[src/rtl/multicycle_control_pkg.sv]
// Shared opcode, state and datapath-select encodings for the multicycle controller,
// the ALU control block and the datapath.
package multicycle_control_pkg;

  localparam logic [5:0] OP_RTYPE = 6'b000000;
  localparam logic [5:0] OP_LW    = 6'b100011;
  localparam logic [5:0] OP_SW    = 6'b101011;
  localparam logic [5:0] OP_BEQ   = 6'b000100;
  localparam logic [5:0] OP_J     = 6'b000010;
  localparam logic [5:0] OP_ADDI  = 6'b001000;

  typedef enum logic [3:0] {
    S_FETCH   = 4'd0,
    S_DECODE  = 4'd1,
    S_MEMADDR = 4'd2,
    S_MEMRD   = 4'd3,
    S_MEMWB   = 4'd4,
    S_MEMWR   = 4'd5,
    S_EXEC    = 4'd6,
    S_RCOMP   = 4'd7,
    S_BRANCH  = 4'd8,
    S_JUMP    = 4'd9,
    S_ADDIEX  = 4'd10,
    S_ADDIWB  = 4'd11
  } state_t;

  localparam logic [1:0] PCSRC_ALU    = 2'b00;
  localparam logic [1:0] PCSRC_ALUOUT = 2'b01;
  localparam logic [1:0] PCSRC_JUMP   = 2'b10;

  localparam logic [1:0] ALUOP_ADD    = 2'b00;
  localparam logic [1:0] ALUOP_SUB    = 2'b01;
  localparam logic [1:0] ALUOP_FUNCT  = 2'b10;
  localparam logic [1:0] ALUOP_ADDI   = 2'b11;

  localparam logic [1:0] SRCB_B       = 2'b00;
  localparam logic [1:0] SRCB_FOUR    = 2'b01;
  localparam logic [1:0] SRCB_IMM     = 2'b10;
  localparam logic [1:0] SRCB_IMM_SH2 = 2'b11;

endpackage

[src/rtl/multicycle_control.sv]
// Moore main controller for the multicycle MIPS-subset CPU; outputs decode State directly
// (zero latency), 3-5 cycles per instruction, no backpressure.
module multicycle_control
  import multicycle_control_pkg::*;
(
  input  logic       clk,
  input  logic       rst,
  input  logic [5:0] Op,
  output logic       PCWrite,
  output logic       PCWriteCond,
  output logic       IorD,
  output logic       MemRead,
  output logic       MemWrite,
  output logic       MemtoReg,
  output logic       IRWrite,
  output logic [1:0] PCSource,
  output logic [1:0] ALUOp,
  output logic       ALUSrcA,
  output logic [1:0] ALUSrcB,
  output logic       RegWrite,
  output logic       RegDst,
  output logic [3:0] State
);

  state_t state, next_state;

  always_ff @(posedge clk or posedge rst) begin
    if (rst) state <= S_FETCH;
    else     state <= next_state;
  end

  assign State = state;

  always_comb begin
    next_state  = S_FETCH;
    PCWrite     = 1'b0;
    PCWriteCond = 1'b0;
    IorD        = 1'b0;
    MemRead     = 1'b0;
    MemWrite    = 1'b0;
    MemtoReg    = 1'b0;
    IRWrite     = 1'b0;
    PCSource    = PCSRC_ALU;
    ALUOp       = ALUOP_ADD;
    ALUSrcA     = 1'b0;
    ALUSrcB     = SRCB_B;
    RegWrite    = 1'b0;
    RegDst      = 1'b0;

    case (state)
      S_FETCH: begin
        MemRead    = 1'b1;
        IRWrite    = 1'b1;
        ALUSrcB    = SRCB_FOUR;
        PCWrite    = 1'b1;
        next_state = S_DECODE;
      end
      S_DECODE: begin
        ALUSrcB = SRCB_IMM_SH2;
        case (Op)
          OP_LW, OP_SW: next_state = S_MEMADDR;
          OP_RTYPE:     next_state = S_EXEC;
          OP_BEQ:       next_state = S_BRANCH;
          OP_J:         next_state = S_JUMP;
          OP_ADDI:      next_state = S_ADDIEX;
          default:      next_state = S_FETCH;
        endcase
      end
      S_MEMADDR: begin
        ALUSrcA    = 1'b1;
        ALUSrcB    = SRCB_IMM;
        next_state = (Op == OP_LW) ? S_MEMRD : S_MEMWR;
      end
      S_MEMRD: begin
        MemRead    = 1'b1;
        IorD       = 1'b1;
        next_state = S_MEMWB;
      end
      S_MEMWB: begin
        RegWrite = 1'b1;
        MemtoReg = 1'b1;
      end
      S_MEMWR: begin
        MemWrite = 1'b1;
        IorD     = 1'b1;
      end
      S_EXEC: begin
        ALUSrcA    = 1'b1;
        ALUOp      = ALUOP_FUNCT;
        next_state = S_RCOMP;
      end
      S_RCOMP: begin
        RegWrite = 1'b1;
        RegDst   = 1'b1;
      end
      S_BRANCH: begin
        ALUSrcA     = 1'b1;
        ALUOp       = ALUOP_SUB;
        PCWriteCond = 1'b1;
        PCSource    = PCSRC_ALUOUT;
      end
      S_JUMP: begin
        PCWrite  = 1'b1;
        PCSource = PCSRC_JUMP;
      end
      S_ADDIEX: begin
        ALUSrcA    = 1'b1;
        ALUSrcB    = SRCB_IMM;
        ALUOp      = ALUOP_ADDI;
        next_state = S_ADDIWB;
      end
      S_ADDIWB: begin
        RegWrite = 1'b1;
      end
      default: next_state = S_FETCH;
    endcase

    // Reset parks the FSM in FETCH; suppress its strobes so nothing is written while held.
    if (rst) begin
      PCWrite     = 1'b0;
      PCWriteCond = 1'b0;
      MemRead     = 1'b0;
      MemWrite    = 1'b0;
      IRWrite     = 1'b0;
      RegWrite    = 1'b0;
    end
  end

endmodule

[config.mk]
export PLATFORM = sky130hd
export DESIGN_NAME = multicycle_control
export DESIGN_NICKNAME = d
export VERILOG_FILES = /design/src/rtl/multicycle_control_pkg.sv /design/src/rtl/multicycle_control.sv
export SDC_FILE = /design/constraint.sdc
export NUM_CORES = 1
export LEC_CHECK = 0
export BUFFER_PORTS_ARGS = -buffer_cell sky130_fd_sc_hd__buf_2
export CAP_MARGIN = 25
export CORE_AREA = 4 4 41 43
export DETAILED_ROUTE_END_ITERATION = 8
export DIE_AREA = 0 0 45 47
export PLACE_DENSITY = 0.7
export RECOVER_POWER = 50
export SYNTH_ARGS = -nofsm -noshare
export SYNTH_HDL_FRONTEND = slang
export SYNTH_SLANG_ARGS = --single-unit
[constraint.sdc]
create_clock -name clk -period 1.2 [get_ports clk]
set_input_delay 0.24 -clock clk [delete_from_list [all_inputs] [get_ports clk]]
set_output_delay 0.24 -clock clk [all_outputs]
set_load 0.01 [all_outputs]
==> impl_metrics.py, run 1 <==
metrics = {
    "global_route": {
        "grt_usage_pct": 18.6,
        "first_global_vias": 694,
        "grt_first_pass_wirelength_um": 2860,
        "antenna_found_initial": 0,
        "grt-ovfl-total": 0,
        "grt_max_degree": 9,
    },
    "cells_and_area": {
        "final_cells": 136,
        "syn_to_final_growth_pct": 149,
        "fin_nets": 130,
        "largest_register_ff_count": 4,
        "fin_util_pct": 88.2,
        "design_area_mm2": 0.00115,
        "diodes": 0,
        "drive_gt1_share_pct": 77.7,
    },
    "clock_tree": {
        "cts_root_buffer": "clkbuf_4",
        "cts_tree": "yes",
        "htree_levels": 1,
        "cts.clk_slew.worst_paths_ns": 0.04,
        "clk_latency_ns": 0.24,
        "clkSinkCount": 4,
        "cts_buffers": 3,
        "clock_path_buffers": 2,
    },
    "drt": {
        "wl_um": 2160,
        "drtIter0Drc": 17,
        "vias": 731,
        "firstDrtPassIters": 4,
        "drc_errors": 0,
        "wl_per_cell_um": 15.9,
        "vias_per_cell": 5.38,
        "final_antenna_net_count": 0,
    },
    "sta": {
        "period_minus_slack_ns": 1.58,
        "worst_slack_ns": -0.378,
        "maxSlewHeadroom_pct": 82.6,
        "worstMarginPinSlew_ns": 0.261,
        "period_share_pct": 131,
        "finalMaxSlewViolations": 0,
        "hold_violations": 0,
        "fmax_ghz": 0.634,
        "skew_ns": 0.00205,
        "rsz0062_at_grt": "true",
        "finalSetupViolCount": 20,
    },
    "die": {
        "initial_core_util_pct": 35.4,
        "io_pins": 28,
        "die_area_mm2": 0.00212,
        "row_count": 13,
        "die_h_um": 47,
        "core_area_mm2": 0.00130,
        "dieWidth_um": 45,
    },
    "logic_synthesis": {
        "synth_most_common_cell": "nor2_1",
        "synth_seq_cells": 4,
        "synth_cell_types": 28,
        "synthArstFlopShare_pct": 100,
        "syn_avg_cell_area_um2": 7.31,
        "synth_top_cells_by_area": "dfrtp_1 22%, nand2b_1 6.8%, nor2_1 5.7%",
        "ys_seq_area_share_pct": 21.7,
        "synthFlopType": "dfrtp_1",
        "yosys-top-cells-count": "7 x nor2_1, 5 x a21oi_1, 5 x buf_2, 5 x nand2b_1",
        "synth.largest_area_cell": "dfrtp_1",
        "synth_top_cell_area_share_pct": 21.7,
        "synthesis.instances": 63,
        "synth_area_um2": 460,
        "synth_nets": 71,
        "yosys_warnings": 0,
        "synth_edf_count": 0,
    },
    "setup_path": {
        "crit_start": "State[1]",
        "crit_path_max_fanout": 6,
        "crit_chain": "buf_6 -> nor3_4 -> o21a_1 -> buf_2",
        "start_kind": "flip-flop",
        "slowest_stage": "dfrtp_2",
        "required_ns": 0.96,
        "critical_path.max_stage_delay_ns": 0.48,
        "worstSetupPathType": "reg2out",
        "critPathArrivalTime_ns": 1.34,
        "crit_path_end": "RegWrite",
        "regToRegStartpoint": "State[0]",
        "r2r_slack_ns": -0.21,
        "critical_path.top_delay_family": "flip-flops",
        "cp.buffers_inverters": 2,
        "cp.depth": 4,
        "endpoint_kind": "output port",
        "r2r-end": "State[2]",
        "r2r_cells": 6,
    },
    "placed_design": {
        "placed_area_um2": 800,
        "dp.cells": 118,
        "port_buffers": 27,
        "hpwl_um": 1220,
        "routabilityCongestion": 0.847,
    },
    "power_and_ir_drop": {
        "p_total_mw": 1.38,
        "p_per_area_mw_per_mm2": 1200,
        "ir_drop_mv": 1.07,
        "p_leak_nw": 0.528,
    },
    "run": {
        "max-cap-violations": 0,
    },
    "hold_path": {
        "min-delay-path-class": "in2async",
    },
    "status": {
        "violations": "setup timing",
        "status": "finished with violations",
    },
}
==> power by group <==
| group | switching [mW] | leakage (nW) | internal (mW) |
|---|---|---|---|
| registers | 0.0691 | 0.0474 | 0.163 |
| clock network | 0.0706 | 0.0150 | 0.126 |
| logic | 0.436 | 0.465 | 0.516 |
| total | 0.575 | 0.528 | 0.804 |
==> cells by family after synthesis <==
family / Yosys count / synth area share (%)
compound gates: 14 / 19.8
xor+xnor: 3 / 5.71
flops: 4 / 21.7
simple gates: 35 / 45.7
buf+inv: 7 / 7.06
==> cells in the final DEF (no fill, tap or decap), types with 2 or more instances in the layout <==
cell type / Yosys / final
nand2_4: 0 / 2
nor2_4: 0 / 3
nor3_1: 4 / 2
clkbuf_1: 0 / 2
inv_1: 2 / 2
xor2_1: 2 / 2
buf_6: 0 / 18
nor4_4: 0 / 2
dfrtp_2: 0 / 4
o21ai_0: 2 / 2
clkbuf_4: 0 / 3
nor3_2: 1 / 2
nand2b_1: 5 / 2
o21ai_1: 2 / 2
buf_2: 5 / 23
nand2b_4: 0 / 3
buf_4: 0 / 15
and3_1: 2 / 2
nor2_1: 7 / 4
nor3b_2: 0 / 2
nor3_4: 1 / 2
a21oi_2: 0 / 5
==> per-stage QoR <==
step / hold WS [ns] / setup TNS [ns] / worst slack (ns)
2_1_floorplan: 0.0196 / -0.990 / -0.183
4_1_cts: 0.0768 / -4.80 / -0.332
5_1_grt: 0.189 / -6.78 / -0.459
6_report: 0.146 / -5.58 / -0.378
3_3_place_gp: 0.322 / -0.923 / -0.122
3_5_place_dp: 0.328 / -1.22 / -0.146
==> per-layer routing <==
layer / up-vias / wire [µm] / track usage (%)
met4: 0 / 30 / 11.1
met3: 4 / 140 / 3.07
met2: 28 / 1140 / 35.3
met5: - / 0 / 0
met1: 354 / 840 / 19.1
li1: 345 / - / -
==> how the worst min path moves through the flow <==
stage,from,end,slack [ns],cells past startpoint
3_3_place_gp,rst,State[3],0.32,3
2_1_floorplan,rst,State[0],0.02,1
5_1_grt,rst,State[2],0.19,3
6_report,rst,State[3],0.15,3
4_1_cts,rst,State[2],0.08,3
3_5_place_dp,rst,State[0],0.33,3
==> worst min-delay path: cells and delay by family <==
kind	cells	cell delay [ns]
buffers and inverters	3	0.52
==> timing repair <==
item / in CTS / in global routing
setup buffers: 8 / 7
resized for setup: 17 / 31
hold buffers: 0 / 0
pin swaps: 5 / 10
endpoints found under the setup margin: 20 / 23
==> area by class of cell <==
| cell class | instances | area, µm² |
|---|---|---|
| Fill cell | 60 | 154 |
| Sequential cell | 4 | 105 |
| Inverter | 2 | 7.51 |
| Multi-Input combinational cell | 52 | 520 |
| Clock buffer | 4 | 26.3 |
| Tap cell | 15 | 18.8 |
| Timing Repair Buffer | 59 | 469 |
Note: power is estimated with default switching activity, not from simulation.
==> run 2, diff against run 1 <==
Settings changed: CORE_AREA 4 4 41 43 to not set, CORE_MARGIN set to 4, CORE_UTILIZATION set to 30, DIE_AREA 0 0 45 47 to not set, PLACE_DENSITY 0.7 to 0.62, SETUP_SLACK_MARGIN set to 0.15.
==> run 2 against run 1 <==
Net effect:
- the run still ends with setup timing left
- routed wire length increased by 18%
- critical path type unchanged
- non-clock buffer count up 2
- total power is 3.0% lower
- critical endpoint unchanged
- largest cell class unchanged
- clock skew grew 0.012 ns
- largest power group unchanged
==> impl_metrics.py, run 2 (synthesis gave the netlist of run 1 again) <==
metrics = {
    "sta": {
        "worst_slack_ns": -0.465,
        "worstMarginPinSlew_ns": 0.421,
        "skew_ns": 0.0136,
        "period_minus_slack_ns": 1.67,
        "rsz0062_at_grt": "true",
        "period_share_pct": 139,
        "hold_violations": 0,
        "maxSlewHeadroom_pct": 72.0,
        "hold_ws_ns": 0.230,
        "finalMaxSlewViolations": 0,
        "finalSetupViolCount": 21,
        "fmax_ghz": 0.601,
    },
    "setup_path": {
        "slowest_stage": "dfrtp_2",
        "critPathArrivalTime_ns": 1.43,
        "worstSetupPathType": "reg2out",
        "required_ns": 0.96,
        "critical_path.max_stage_delay_ns": 0.49,
        "r2r_cells": 4,
        "crit_path_max_fanout": 8,
        "start_kind": "flip-flop",
        "crit_chain": "nand2b_4 -> a21oi_2 -> o21a_1 -> buf_2",
        "endpoint_kind": "output port",
    },
    "cells_and_area": {
        "largest_register_ff_count": 4,
        "drive_gt1_share_pct": 79.5,
        "fin_nets": 132,
        "layout_commonest_cell": "buf_6",
        "mostFrequentLayoutCells": "21 x buf_6, 20 x buf_2, 17 x buf_4, 5 x a21oi_2",
        "diodes": 0,
        "syn_to_final_growth_pct": 149,
        "final_cells": 137,
    },
    "power_and_ir_drop": {
        "p_per_area_mw_per_mm2": 1170,
        "p_sw_share_pct": 43.1,
        "p_leak_nw": 0.518,
        "power_switching_mw": 0.577,
        "p_comb_share_pct": 69.4,
        "p_clk_share_pct": 14.2,
        "p_int_mw": 0.762,
        "p_seq_share_pct": 16.4,
        "ir_drop_mv": 0.890,
    },
    "global_route": {
        "grt-ovfl-total": 0,
        "first_global_vias": 752,
        "grt_first_pass_wirelength_um": 3330,
        "antenna_found_initial": 0,
        "grt_max_degree": 9,
        "grt_usage_pct": 21.9,
    },
    "drt": {
        "drc_errors": 0,
        "vias_per_cell": 5.50,
        "final_antenna_net_count": 0,
        "wl_met1_um": 978,
        "highest_layer": "met4",
        "wl_per_cell_um": 18.6,
        "wl_um": 2550,
        "vias": 754,
        "met3_length_um": 117,
        "wl_met2_um": 1330,
        "drtIter0Drc": 23,
        "firstDrtPassIters": 4,
    },
    "die": {
        "initial_core_util_pct": 33.7,
        "core_area_mm2": 0.00137,
        "die_area_mm2": 0.00223,
        "io_pins": 28,
        "dieWidth_um": 47.2,
        "row_count": 13,
        "die_h_um": 47.2,
    },
    "clock_tree": {
        "clkSinkCount": 4,
        "cts_buffers": 3,
        "clock_path_buffers": 2,
        "htree_levels": 1,
        "cts_tree": "yes",
        "cts_hold_buffers": 0,
        "cts.clk_slew.worst_paths_ns": 0.05,
        "cts_root_buffer": "clkbuf_4",
        "clk_latency_ns": 0.25,
    },
    "status": {
        "status": "finished with violations",
        "violations": "setup timing",
    },
    "placed_design": {
        "hpwl_um": 1310,
        "routabilityCongestion": 0.787,
        "port_buffers": 27,
        "dp.cells": 125,
    },
    "run": {
        "max-cap-violations": 0,
    },
    "hold_path": {
        "min-delay-path-class": "in2async",
    },
}
## run 2: changes by cell type in the layout (fill, tap and decap cells not counted), moves of 2 or more
cell / before / now
buf_4: 15 / 17
nor2_1: 4 / 2
nor4_4: 2 / 0
nand2_1: 0 / 2
nor4_2: 1 / 3
buf_2: 23 / 20
nand2_4: 2 / 0
buf_6: 18 / 21
## run 2: power by group through the flow
stage,logic [mW],registers [mW],clock network [mW]
6_report,0.929,0.220,0.189
5_1_grt,0.970,0.225,0.201
4_1_cts,0.824,0.217,0.175
3_5_place_dp,0.645,0.204,0
3_3_place_gp,0.634,0.204,0
2_1_floorplan,0.423,0.190,0
## run 2: layout make-up
cell class	instances	area (µm²)
clock buffers	3	22.5
fillers	78	218
inverters	2	7.51
multi-input cells	52	503
flip-flops and latches	4	105
well taps	15	18.8
repair buffers	61	492
## run 2: final timing paths
kind                       slack, ns     start       end
hold reg to reg                 0.66  State[2]  State[2]
hold / removal                  0.23       rst  State[3]
min in group clk                0.33     Op[5]  State[0]
setup / recovery               -0.47  State[3]  RegWrite
max in group asynchronous       0.73       rst  State[2]
setup reg to reg               -0.07  State[1]  State[2]
## run 2: routing by layer
| layer | vias up | track usage [%] |
|---|---|---|
| met5 | - | 0 |
| met4 | 0 | 13.3 |
| met3 | 10 | 1.53 |
| met2 | 40 | 43.6 |
| met1 | 357 | 21.3 |
| li1 | 347 | - |
## run 2: through the flow
| step | setup WS [ns] | cell area [µm²] | total power [mW] | utilization (%) | setup TNS, ns |
|---|---|---|---|---|---|
| 3_3_place_gp | -0.104 | 866 | 0.839 | 63.4 | -0.795 |
| 5_1_grt | -0.465 | 1150 | 1.40 | 84.1 | -6.80 |
| 2_1_floorplan | -0.183 | 568 | 0.613 | - | -0.990 |
| 6_report | -0.465 | 1150 | 1.34 | 84.1 | -5.98 |
| 3_5_place_dp | -0.113 | 866 | 0.849 | 63.4 | -0.992 |
| 4_1_cts | -0.338 | 1070 | 1.22 | 78.1 | -4.84 |
## run 2: critical path: cells and delay by family (launching register included)
| family | cells | cell delay, ns |
|---|---|---|
| compound gates | 2 | 0.32 |
| buf+inv | 1 | 0.14 |
| flops | 1 | 0.49 |
| simple gates | 1 | 0.22 |
## run 2: timing repair
item | 4_1_cts | 5_1_grt
resized for setup | 29 | 16
endpoints found under the setup margin | 24 | 24
buffers inserted | 7 | 2
pin swaps | 8 | 3
==> run 3, diff against run 2 <==
Settings changed: ABC_AREA set to 1, CORE_MARGIN 4 to not set, GPL_TIMING_DRIVEN set to 1, PLACE_DENSITY 0.62 to 0.63.
==> run 3 against run 2 <==
Net effect:
- the flow still finishes with violations (setup timing)
- cell area shrank 17%
- via count shrank 13%
- critical path type unchanged
- count of clock-buffer cells in the layout is the same
- register-to-register slack gained 0.03 ns
- hold slack gained 0.080 ns
- die area shrank 26%
- clock skew shrank 0.0097 ns
- sequential power shrank 2%
- first-iteration DRC count shrank 78%
==> impl_metrics.py, run 3 <==
metrics = {
    "power_and_ir_drop": {
        "ir_drop_mv": 0.899,
        "p_per_area_mw_per_mm2": 1270,
        "p_total_mw": 1.21,
        "p_leak_nw": 0.565,
    },
    "logic_synthesis": {
        "synth_top_family_by_area": "simple AND/OR/NAND/NOR gates",
        "synth_seq_cells": 4,
        "synthesis.instances": 88,
        "yosys-top-cells-count": "31 x nand2_1, 20 x inv_1, 15 x nor2_1, 5 x nand3_1, 4 x dfrtp_1",
        "synth_cell_types": 13,
        "synthArstFlopShare_pct": 100,
        "yosys_warnings": 0,
        "synth_top_cell_area_share_pct": 26.0,
        "syn_avg_cell_area_um2": 5.09,
        "synth_most_common_cell": "nand2_1",
        "synth-adder-area-share_pct": 0,
        "synth-simple-area-share_pct": 51.1,
        "synth.largest_area_cell": "nand2_1",
        "synthFlopType": "dfrtp_1",
        "synth_nets": 96,
        "synth_area_um2": 448,
        "synth_compound_area_share_pct": 8.10,
        "synth-xor-area-share_pct": 0,
        "synth_top_cells_by_area": "nand2_1 26%, dfrtp_1 22%, inv_1 17%",
        "ys_seq_area_share_pct": 22.3,
        "synth_edf_count": 0,
        "synth_mux_area_share_pct": 0,
    },
    "clock_tree": {
        "clk_latency_ns": 0.23,
        "cts_buffers": 3,
        "cts_tree": "yes",
        "cts_root_buffer": "clkbuf_4",
        "htree_levels": 1,
        "clkSinkCount": 4,
        "cts.clk_slew.worst_paths_ns": 0.03,
        "clock_path_buffers": 2,
    },
    "sta": {
        "worstMarginPinSlew_ns": 0.210,
        "skew_ns": 0.00389,
        "finalMaxSlewViolations": 0,
        "rsz0062_at_grt": "true",
        "finalSetupViolCount": 21,
        "maxSlewHeadroom_pct": 85.9,
        "setup-tns-final_ns": -3.61,
        "fmax_ghz": 0.667,
        "period_minus_slack_ns": 1.50,
        "worst_slack_ns": -0.298,
        "hold_ws_ns": 0.310,
        "hold_violations": 0,
        "period_share_pct": 125,
    },
    "setup_path": {
        "crit_path_max_fanout": 5,
        "r2r_cells": 7,
        "r2r_slack_ns": -0.04,
        "crit_start": "State[1]",
        "required_ns": 0.96,
        "critPathArrivalTime_ns": 1.26,
        "endpoint_kind": "output port",
        "r2r-end": "State[2]",
        "worstSetupPathType": "reg2out",
        "regToRegStartpoint": "State[2]",
        "start_kind": "flip-flop",
    },
    "cells_and_area": {
        "diodes": 0,
        "syn_to_final_growth_pct": 112,
        "mostFrequentLayoutCells": "20 x buf_2, 16 x nand2_1, 12 x nand2_2, 12 x buf_6, 11 x inv_2",
        "seq_area_um2": 105,
        "num-fill-cells": 114,
        "fin_nets": 143,
        "multi_input_area_um2": 402,
        "layout_commonest_cell": "buf_2",
        "drive_gt1_share_pct": 69.9,
        "largest_register_ff_count": 4,
    },
    "global_route": {
        "antenna_found_initial": 0,
        "grt_max_degree": 8,
        "grt_first_pass_wirelength_um": 2120,
        "first_global_vias": 561,
        "grt_usage_pct": 19.8,
        "grt-ovfl-total": 0,
    },
    "drt": {
        "vias_per_cell": 4.43,
        "drtIter0Drc": 5,
        "firstDrtPassIters": 3,
        "wl_per_cell_um": 9.36,
        "wl_um": 1390,
        "vias": 655,
        "drc_errors": 0,
        "final_antenna_net_count": 0,
    },
    "die": {
        "initial_core_util_pct": 33.2,
        "core_area_mm2": 0.00135,
        "die_area_mm2": 0.00165,
        "row_count": 13,
        "dieWidth_um": 40.6,
        "die_h_um": 40.6,
        "io_pins": 28,
    },
    "hold_path": {
        "whs_endpoint": "State[1]",
        "hold_start": "Op[2]",
        "min-delay-path-class": "in2reg",
        "min_path_cells": 4,
    },
    "placed_design": {
        "hpwl_um": 1020,
        "routabilityCongestion": 0.724,
        "post-place-ws_ns": -0.0753,
        "port_buffers": 27,
    },
    "status": {
        "violations": "setup timing",
        "status": "finished with violations",
    },
    "run": {
        "max-cap-violations": 0,
    },
}
-- run 3: cell types whose count changed in the layout (fill, tap and decap cells not counted), sizes merged, moves of 3 or more --
| cell | before | now |
|---|---|---|
| nor4 | 3 | 0 |
| inv | 2 | 22 |
| nor2 | 8 | 18 |
| nand3 | 0 | 5 |
| buf | 59 | 41 |
| nand2b | 5 | 0 |
| nor3 | 6 | 0 |
| nand2 | 3 | 32 |
-- run 3: worst max-delay path by stage --
| stage | end | slack [ns] | cells past startpoint |
|---|---|---|---|
| floorplan | PCWrite | 0.04 | 3 |
| global placement | PCWrite | -0.06 | 4 |
| detailed placement | PCWrite | -0.08 | 4 |
| CTS | MemRead | -0.29 | 4 |
| global route | PCWriteCond | -0.38 | 6 |
| finish | PCWriteCond | -0.30 | 6 |
-- run 3: what timing repair did --
action / 4_1_cts / 5_1_grt
setup buffers: 3 / 1
hold buffers: 1 / 0
cloned: 0 / 0
setup endpoints to repair: 24 / 24
endpoints found under the hold margin: 4 / 0
pin swaps: 13 / 4
gates resized for setup: 26 / 16
-- run 3: area by class of cell --
cell class                 count  share of cell area [%]
inverter                      22                    9.23
sequential                     4                    11.1
tap                           15                    1.98
timing repair buffer          42                    33.0
clock buffer                   3                    2.37
multi-input combinational     62                    42.3
-- run 3: worst max-delay path, cell delays in order (launching register included) --
cell and delay, ns:
dfrtp_2 0.47, nor2_4 0.17, inv_2 0.06, nor2_4 0.09
inv_2 0.05, nor2_2 0.06, buf_2 0.12
-- run 3: power by group --
part	leakage, nW	total, mW	switching, mW	internal (mW)
sequential	0.0474	0.216	0.0520	0.164
clock	0.0138	0.165	0.0530	0.112
combinational	0.504	0.829	0.424	0.405
total	0.565	1.21	0.529	0.680
-- run 3: through the flow --
step | area [µm²] | util [%] | std cells
6_report | 948 | 70.3 | 148
5_1_grt | 948 | 70.3 | 148
4_1_cts | 882 | 65.3 | 147
3_5_place_dp | 731 | 54.1 | 140
3_3_place_gp | 731 | 54.1 | 140
2_1_floorplan | 502 | - | 88
-- run 3: per-layer routing --
layer  wire length, µm  track usage [%]
met4                10             10.0
met2               758             37.7
met3                60             6.52
met5                 0                0
met1               557             18.3
-- run 3: cells by family after synthesis --
logic type	after synthesis
buffers and inverters	22
and+or+nand+nor	56
DFF	4
AOI/OAI and AO/OA	6
